## src/rtl/stream_pkt_arbiter.sv

```systemverilog
`default_nettype none
// ============================================================================
//  Module      : stream_pkt_arbiter
//  Description : Packet-granular round-robin arbiter placed in front of a
//                stream upsizer. It grants one narrow source at a time and
//                holds the grant until that source's last beat is accepted.
//                Each output beat is tagged with its source index, and packets
//                longer than MAX_BEATS are cut with a forced last.
//  Revision    : 1.0 - initial release
// ============================================================================
module stream_pkt_arbiter #(
    parameter int T_DATA_WIDTH = 8,
    parameter int N_SRC        = 4,
    parameter int MAX_BEATS    = 64,
    parameter int ID_W         = (N_SRC > 1) ? $clog2(N_SRC) : 1
) (
    input  logic                          clk,
    input  logic                          rst_n,
    input  logic [N_SRC*T_DATA_WIDTH-1:0] s_data_i,
    input  logic [N_SRC-1:0]              s_last_i,
    input  logic [N_SRC-1:0]              s_valid_i,
    output logic [N_SRC-1:0]              s_ready_o,
    input  logic [N_SRC-1:0]              src_en_i,
    output logic [T_DATA_WIDTH-1:0]       m_data_o,
    output logic                          m_last_o,
    output logic                          m_valid_o,
    input  logic                          m_ready_i,
    output logic [ID_W-1:0]               m_id_o,
    output logic                          m_trunc_o,
    output logic                          busy_o
);

    localparam int                c_cnt_w    = (MAX_BEATS > 2) ? $clog2(MAX_BEATS) : 1;
    localparam logic [c_cnt_w-1:0] c_cnt_last = c_cnt_w'(MAX_BEATS - 1);
    localparam logic [ID_W-1:0]    c_last_id  = ID_W'(N_SRC - 1);

    typedef enum logic [0:0] {
        IDLE  = 1'b0,
        GRANT = 1'b1
    } state_t;

    state_t                   r_state;
    state_t                   w_state_nxt;

    logic [ID_W-1:0]          r_gnt;
    logic [ID_W-1:0]          r_rr_ptr;
    logic [c_cnt_w-1:0]       r_beat_cnt;

    logic [T_DATA_WIDTH-1:0]  r_m_data;
    logic                     r_m_last;
    logic                     r_m_valid;
    logic [ID_W-1:0]          r_m_id;
    logic                     r_m_trunc;

    logic [T_DATA_WIDTH-1:0]  w_src_data [N_SRC];
    logic [N_SRC-1:0]         w_req;
    logic                     w_pick_found;
    logic [ID_W-1:0]          w_pick;
    logic                     w_in_grant;
    logic                     w_fwd_ok;
    logic                     w_sel_valid;
    logic                     w_sel_last;
    logic [T_DATA_WIDTH-1:0]  w_sel_data;
    logic                     w_accept;
    logic                     w_cnt_max;
    logic                     w_beat_last;

    // Split the flat source data bus into one lane per source
    generate
        for (genvar g = 0; g < N_SRC; g++) begin : g_unpack
            assign w_src_data[g] = s_data_i[g*T_DATA_WIDTH +: T_DATA_WIDTH];
        end
    endgenerate

    assign w_req       = s_valid_i & src_en_i;
    assign w_in_grant  = (r_state == GRANT);
    // The output register can take a beat when empty or draining this cycle
    assign w_fwd_ok    = !r_m_valid || m_ready_i;
    assign w_sel_valid = s_valid_i[r_gnt];
    assign w_sel_last  = s_last_i[r_gnt];
    assign w_sel_data  = w_src_data[r_gnt];
    assign w_accept    = w_in_grant && w_sel_valid && w_fwd_ok;
    assign w_cnt_max   = (r_beat_cnt == c_cnt_last);
    assign w_beat_last = w_sel_last || w_cnt_max;

    // Round-robin pick: first requester at or above the pointer, else wrap to the lowest
    always_comb begin
        w_pick_found = 1'b0;
        w_pick       = r_rr_ptr;
        for (int i = 0; i < N_SRC; i++) begin
            if (!w_pick_found && w_req[i] && (i >= int'(r_rr_ptr))) begin
                w_pick_found = 1'b1;
                w_pick       = ID_W'(i);
            end
        end
        for (int i = 0; i < N_SRC; i++) begin
            if (!w_pick_found && w_req[i]) begin
                w_pick_found = 1'b1;
                w_pick       = ID_W'(i);
            end
        end
    end

    // Only the granted lane sees ready; it depends on m_ready_i but never on s_valid_i
    always_comb begin
        s_ready_o = '0;
        if (w_in_grant) begin
            s_ready_o[r_gnt] = w_fwd_ok;
        end
    end

    // State register
    always_ff @(posedge clk or negedge rst_n) begin
        if (!rst_n) begin
            r_state <= IDLE;
        end else begin
            r_state <= w_state_nxt;
        end
    end

    // Next state: arbitrate in IDLE, release the grant on the accepted last beat
    always_comb begin
        w_state_nxt = r_state;
        case (r_state)
            IDLE:    if (|w_req) w_state_nxt = GRANT;
            GRANT:   if (w_accept && w_beat_last) w_state_nxt = IDLE;
            default: w_state_nxt = IDLE;
        endcase
    end

    // Grant index, round-robin pointer and per-grant beat counter
    always_ff @(posedge clk or negedge rst_n) begin
        if (!rst_n) begin
            r_gnt      <= '0;
            r_rr_ptr   <= '0;
            r_beat_cnt <= '0;
        end else if (r_state == IDLE) begin
            if (|w_req) begin
                r_gnt      <= w_pick;
                r_beat_cnt <= '0;
            end
        end else if (w_accept) begin
            r_beat_cnt <= r_beat_cnt + c_cnt_w'(1);
            if (w_beat_last) begin
                r_rr_ptr <= (r_gnt == c_last_id) ? '0 : r_gnt + ID_W'(1);
            end
        end
    end

    // Output register: load on accept, otherwise clear valid once drained
    always_ff @(posedge clk or negedge rst_n) begin
        if (!rst_n) begin
            r_m_data  <= '0;
            r_m_last  <= 1'b0;
            r_m_valid <= 1'b0;
            r_m_id    <= '0;
            r_m_trunc <= 1'b0;
        end else if (w_accept) begin
            r_m_data  <= w_sel_data;
            r_m_last  <= w_beat_last;
            r_m_valid <= 1'b1;
            r_m_id    <= r_gnt;
            r_m_trunc <= !w_sel_last && w_cnt_max;
        end else if (r_m_valid && m_ready_i) begin
            r_m_valid <= 1'b0;
        end
    end

    assign m_data_o  = r_m_data;
    assign m_last_o  = r_m_last;
    assign m_valid_o = r_m_valid;
    assign m_id_o    = r_m_id;
    assign m_trunc_o = r_m_trunc;
    assign busy_o    = w_in_grant;

endmodule
`default_nettype wire

```

## config.mk

```make
export PLATFORM = sky130hd
export DESIGN_NAME = stream_pkt_arbiter
export DESIGN_NICKNAME = d
export VERILOG_FILES = /design/src/rtl/stream_pkt_arbiter.sv
export SDC_FILE = /design/constraint.sdc
export NUM_CORES = 1
export LEC_CHECK = 0
export CAP_MARGIN = 15
export CORE_MARGIN = 2
export CORE_UTILIZATION = 44
export CTS_CLUSTER_DIAMETER = 150
export DETAILED_ROUTE_END_ITERATION = 7
export PLACE_DENSITY = 0.9
export SYNTH_ARGS = -nofsm -noshare
export SYNTH_HDL_FRONTEND = slang
export SYNTH_SLANG_ARGS = --single-unit
```

## constraint.sdc

```tcl
create_clock -name clk -period 4.3 [get_ports clk]
set_input_delay 0.86 -clock clk [delete_from_list [all_inputs] [get_ports clk]]
set_output_delay 0.86 -clock clk [all_outputs]
set_load 0.05 [all_outputs]
```

======== Word level (Yosys, flattened, before mapping) ========
Cells that the tools add are included.
Widths: inputs -> output; s select.
storage, ports and cells
  logic and storage cells ................. 91
  flip-flop bits (word level) ............. 24
  input bits .............................. 47
operators by class
  magnitude comparators ................... 6
  bitwise operators ....................... 4
  reductions and logical operators ........ 33
  muxes and demuxes ....................... 34
  equality and inequality tests ........... 3
  $add $sub $neg .......................... 2
operators by type and width
  operator             count
  $mux 2               9
  $mux 6               3
  $bmux 8 s2           1
  $logic_and 1x1->1    16
  $mux 8               2
  $mux 1               14
  $logic_not 1->1      9
  $and 4x4->4          2
  $add 6x1->6 const B  1
  $eq 6x6->1 const B   1
  $bmux 1 s2           2
  $ge 1x2->1 const A   2
  $mux 4               1
  $reduce_and 2->1     2
  $reduce_bool 2->1    2
  $reduce_or 4->1      1
  $ge 3x3->1 const B   1
  $lt 2x3->1 const B   1
  $not 2->3            1
  $reduce_and 3->1     1
  $add 2x1->2 const B  1
  $demux 1 s2          1
  $eq 2x2->1 const B   1
  $ge 2x1->1 const B   1
  other kinds (5)      6

======== Logic depth before layout (Yosys ltp) ========
  word-level depth ........................ 26
  mapped depth ............................ 6
  depth with buffers taken out ............ 4

======== Worst setup path after synthesis ========
OpenSTA, ideal clock, no wires.
  path kind ............................... in2out
  from .................................... input port m_ready_i
  to ...................................... output port s_ready_o[0]
  data required time ...................... 3.440 ns
  cell stages on the path ................. 3
  path slack .............................. 1.724 ns
  arrival ................................. 1.716 ns
  cell sequence ........................... nand2b_1 > clkbuf_1 > and3_1
on the way
  cells in the longest elaborated chain, start to end .. 3
RTL lines
  item                   line  RTL
  start: declaration     27    input logic m_ready_i,
  $logic_or 1x1->1       78    assign w_fwd_ok = !r_m_valid || m_ready_i;
  $and 4x4->4 (no line)  -
  $mux 4                 107   if (w_in_grant) begin
  end: declaration       22    output logic [N_SRC-1:0] s_ready_o,
Every way passes these cells.

======== Final worst setup path ========
Ends and elaborated chain as after synthesis.

==> impl_metrics.py <==
metrics = {
    "finish": {
        "register_area_sq_um": 601,
        "fin_nets": 238,
        "n_antenna_cell": 0,
        "fillerInstances": 227,
        "area_growth_pct": 50.5,
        "multi_input_area_sq_um": 783,
        "drive_gt1_share_pct": 14.1,
    },
    "power": {
        "p_leak_nw": 0.875,
        "finalPower_mw": 1.43,
        "powerDensity_nw_per_um2": 664,
        "ir_drop_uv": 405,
    },
    "clocking": {
        "clockBufferDepth": 2,
        "holdBufCountCts": 0,
        "path_clk_slew_ns": 0.12,
        "cts_sinks": 24,
        "clock_latency_ns": 0.31,
        "postCtsSetupRepairBufs": 0,
        "cts_made_buffers": 3,
        "cts_tree": "done",
        "h-tree-depth": 1,
        "cts_resized": 0,
        "clock-root-buffer": "clkbuf_4",
    },
    "synth": {
        "syn_area_sq_um": 1430,
        "synth.net_count": 175,
        "syn-instance-count": 123,
        "ys_warn_count": 0,
        "syn_area_per_cell_sq_um": 11.6,
        "ys_ff_latch": 24,
        "ys_seq_area_share_pct": 42.0,
        "synth_cell_types": 32,
    },
    "worst_setup_path": {
        "r2r-end": "r_rr_ptr[1]$_DFFE_PN0P_",
        "path_cells": "clkdlybuf4s50_1 -> nand2b_1 -> and3_1 -> clkdlybuf4s50_1",
        "crit_fanout": 9,
        "worst-endpoint-required_ns": 3.44,
        "cpPeakStageDelay_ns": 0.82,
        "crit_slowest_cell": "clkdlybuf4s50_1",
        "cp-end-kind": "output pin",
        "cp-start-kind": "input pin",
        "r2r_setup_slack_ns": 1.98,
        "crit_arrival_ns": 2.64,
        "reg2reg_from": "r_gnt[0]$_DFFE_PN0P_",
        "path_class": "input pin to output pin",
        "reg2reg_depth": 4,
        "crit_top_cell": "clkdlybuf4s50_1",
    },
    "global_routing": {
        "globalRoute.totalOverflow": 0,
        "antenna_found_initial": 0,
        "gr-usage-all-layers_pct": 21.4,
        "grt_pass1_vias": 1313,
        "grt_start_max_net_pins": 27,
        "grt_pass1_wl_um": 5840,
    },
    "routing": {
        "avgRoutedWirePerCell_um": 15.4,
        "first_pass_iters": 4,
        "vias": 1296,
        "drc": 0,
        "wirelength_um": 3530,
        "vias_per_cell": 5.66,
        "drtIter0Drc": 58,
        "ant_nets": 0,
    },
    "placed_design": {
        "gp_congestion": 0.952,
        "dpl.hpwl_um": 2770,
        "io_buffer_count": 64,
    },
    "sta": {
        "fin_crit_sh_pct": 81.4,
        "relSlewSlack_pct": 50.0,
        "finalSetupTns_ns": 0,
        "setup_violations": 0,
        "period_minus_slack_ns": 3.50,
        "final_max_slew_viol_count": 0,
        "fin_hold_ws_ns": 0.495,
        "rsz0062_at_grt": "false",
        "worst_pin_slew_ns": 0.750,
        "hold_viol_final": 0,
        "clock_skew_ns": 0.00607,
        "max_freq_ghz": 0.286,
    },
    "worst_hold_path": {
        "hold_start": "m_last_o$_DFFE_PN0P_",
        "whs_path_depth": 1,
        "hp-class": "flip-flop to flip-flop",
        "worstHoldEndpoint": "m_last_o$_DFFE_PN0P_",
    },
    "outcome": {
        "status": "finished, final reports clean",
    },
    "floorplanning": {
        "die_h_um": 61.0,
        "die_w_um": 61.0,
        "dieArea_sq_um": 3730,
        "floorplan.rows": 20,
        "ios": 65,
        "start_util_pct": 46.5,
        "coreArea_sq_um": 3080,
    },
    "flow_run": {
        "cap_violations": 0,
    },
}
-- Yosys cell counts --
cell | n | area, sq um
a21boi_0 | 1 | 7.51
a21o_1 | 2 | 15.0
a21oi_1 | 4 | 20.0
a222oi_1 | 1 | 10.0
a31oi_1 | 2 | 12.5
a32o_1 | 1 | 10.0
a32oi_1 | 1 | 8.76
a41oi_1 | 1 | 8.76
and3_1 | 5 | 31.3
buf_1 | 1 | 3.75
buf_2 | 2 | 10.0
buf_6 | 1 | 11.3
clkbuf_1 | 3 | 11.3
dfrtp_1 | 24 | 601
ha_1 | 5 | 62.6
inv_1 | 3 | 11.3
mux2_2 | 10 | 113
mux2i_1 | 1 | 10.0
mux4_2 | 10 | 225
nand2_1 | 10 | 37.5
nand2b_1 | 2 | 12.5
nand3_1 | 8 | 40.0
nand3_4 | 1 | 17.5
nand4_1 | 1 | 6.26
nor2_1 | 3 | 11.3
nor3b_1 | 1 | 7.51
o211ai_1 | 2 | 15.0
o21ai_0 | 11 | 55.1
o221ai_1 | 1 | 8.76
o31ai_1 | 3 | 22.5
o41ai_1 | 1 | 8.76
or3_1 | 1 | 6.26
-- logic make-up after synthesis --
group                    after synthesis  share of synthesized area, %
buffers and inverters                 10                          3.32
adder cells (fa/ha/maj)                5                          4.37
AND/OR/NAND/NOR                       32                          11.9
AO/OA/AOI/OAI                         31                          14.2
flip-flops                            24                          42.0
multiplexers                          21                          24.3
-- critical path: cells and delay by family --
kind,cells,cell delay (ns)
buffers and inverters,2,1.26
AND/OR/NAND/NOR,2,0.51
-- registers in the layout, summed over array words and instances, names as in the netlist --
register    flops
m_trunc_o       1
m_data_o        8
m_id_o          2
busy_o          1
r_rr_ptr        2
m_valid_o       1
r_gnt           2
r_beat_cnt      6
m_last_o        1
-- per-layer routing --
metal	part of all wire [%]	GRT usage, %
met5	0	0
met4	2.5	8.07
met3	8.4	6.51
met2	51	36.6
met1	38	25.4
-- how the worst max path moves through the flow --
stage / slack [ns] / depth (start not counted) / start / endpoint
after floorplan: 1.72 / 3 / m_ready_i / s_ready_o[0]
after global placement: 0.85 / 4 / m_ready_i / s_ready_o[0]
after detailed placement: 0.80 / 4 / m_ready_i / s_ready_o[0]
after CTS: 0.81 / 4 / m_ready_i / s_ready_o[0]
after global routing: 0.74 / 4 / m_ready_i / s_ready_o[0]
final: 0.80 / 4 / m_ready_i / s_ready_o[0]
-- cell type report --
cell class | instances | area share (%)
Multi-Input combinational cell | 89 | 36.4
Inverter | 3 | 0.523
Sequential cell | 24 | 27.9
Timing Repair Buffer | 65 | 31.0
Clock buffer | 4 | 1.68
Tap cell | 44 | 2.56
-- report_power, final --
part / total, mW / internal (mW) / switching [mW]
Sequential: 0.451 / 0.319 / 0.133
Combinational: 0.861 / 0.378 / 0.482
Clock: 0.119 / 0.0517 / 0.0668
Total: 1.43 / 0.749 / 0.682
-- through the flow --
step | util [%] | worst slack (ns) | cells | instance area, sq um
floorplan | - | 1.72 | 123 | 1430
global placement | 67.9 | 0.846 | 224 | 2090
detailed placement | 67.9 | 0.800 | 224 | 2090
CTS | 69.1 | 0.806 | 228 | 2130
global route | 70.0 | 0.739 | 229 | 2150
finish | 70.0 | 0.801 | 229 | 2150
-- cell usage in the layout, fill, tap and decap left out, drive strengths merged --
cell | synthesis | routed
o31ai | 3 | 3
mux2 | 10 | 10
clkdlybuf4s50 | 0 | 64
nand4 | 1 | 1
inv | 3 | 3
o21ai | 11 | 11
ha | 5 | 5
o41ai | 1 | 1
nor2 | 3 | 3
mux4 | 10 | 10
or3 | 1 | 1
a31oi | 2 | 2
nand2 | 10 | 10
a222oi | 1 | 1
o221ai | 1 | 1
and3 | 5 | 5
o211ai | 2 | 2
clkbuf | 3 | 4
a32o | 1 | 1
mux2i | 1 | 1
nor3b | 1 | 1
a21oi | 4 | 4
buf | 4 | 1
a21boi | 1 | 1
nand2b | 2 | 2
a41oi | 1 | 1
nand3 | 9 | 9
dfrtp | 24 | 24
a21o | 2 | 2
a32oi | 1 | 1
No activity file was read; power rests on OpenSTA's default activity.
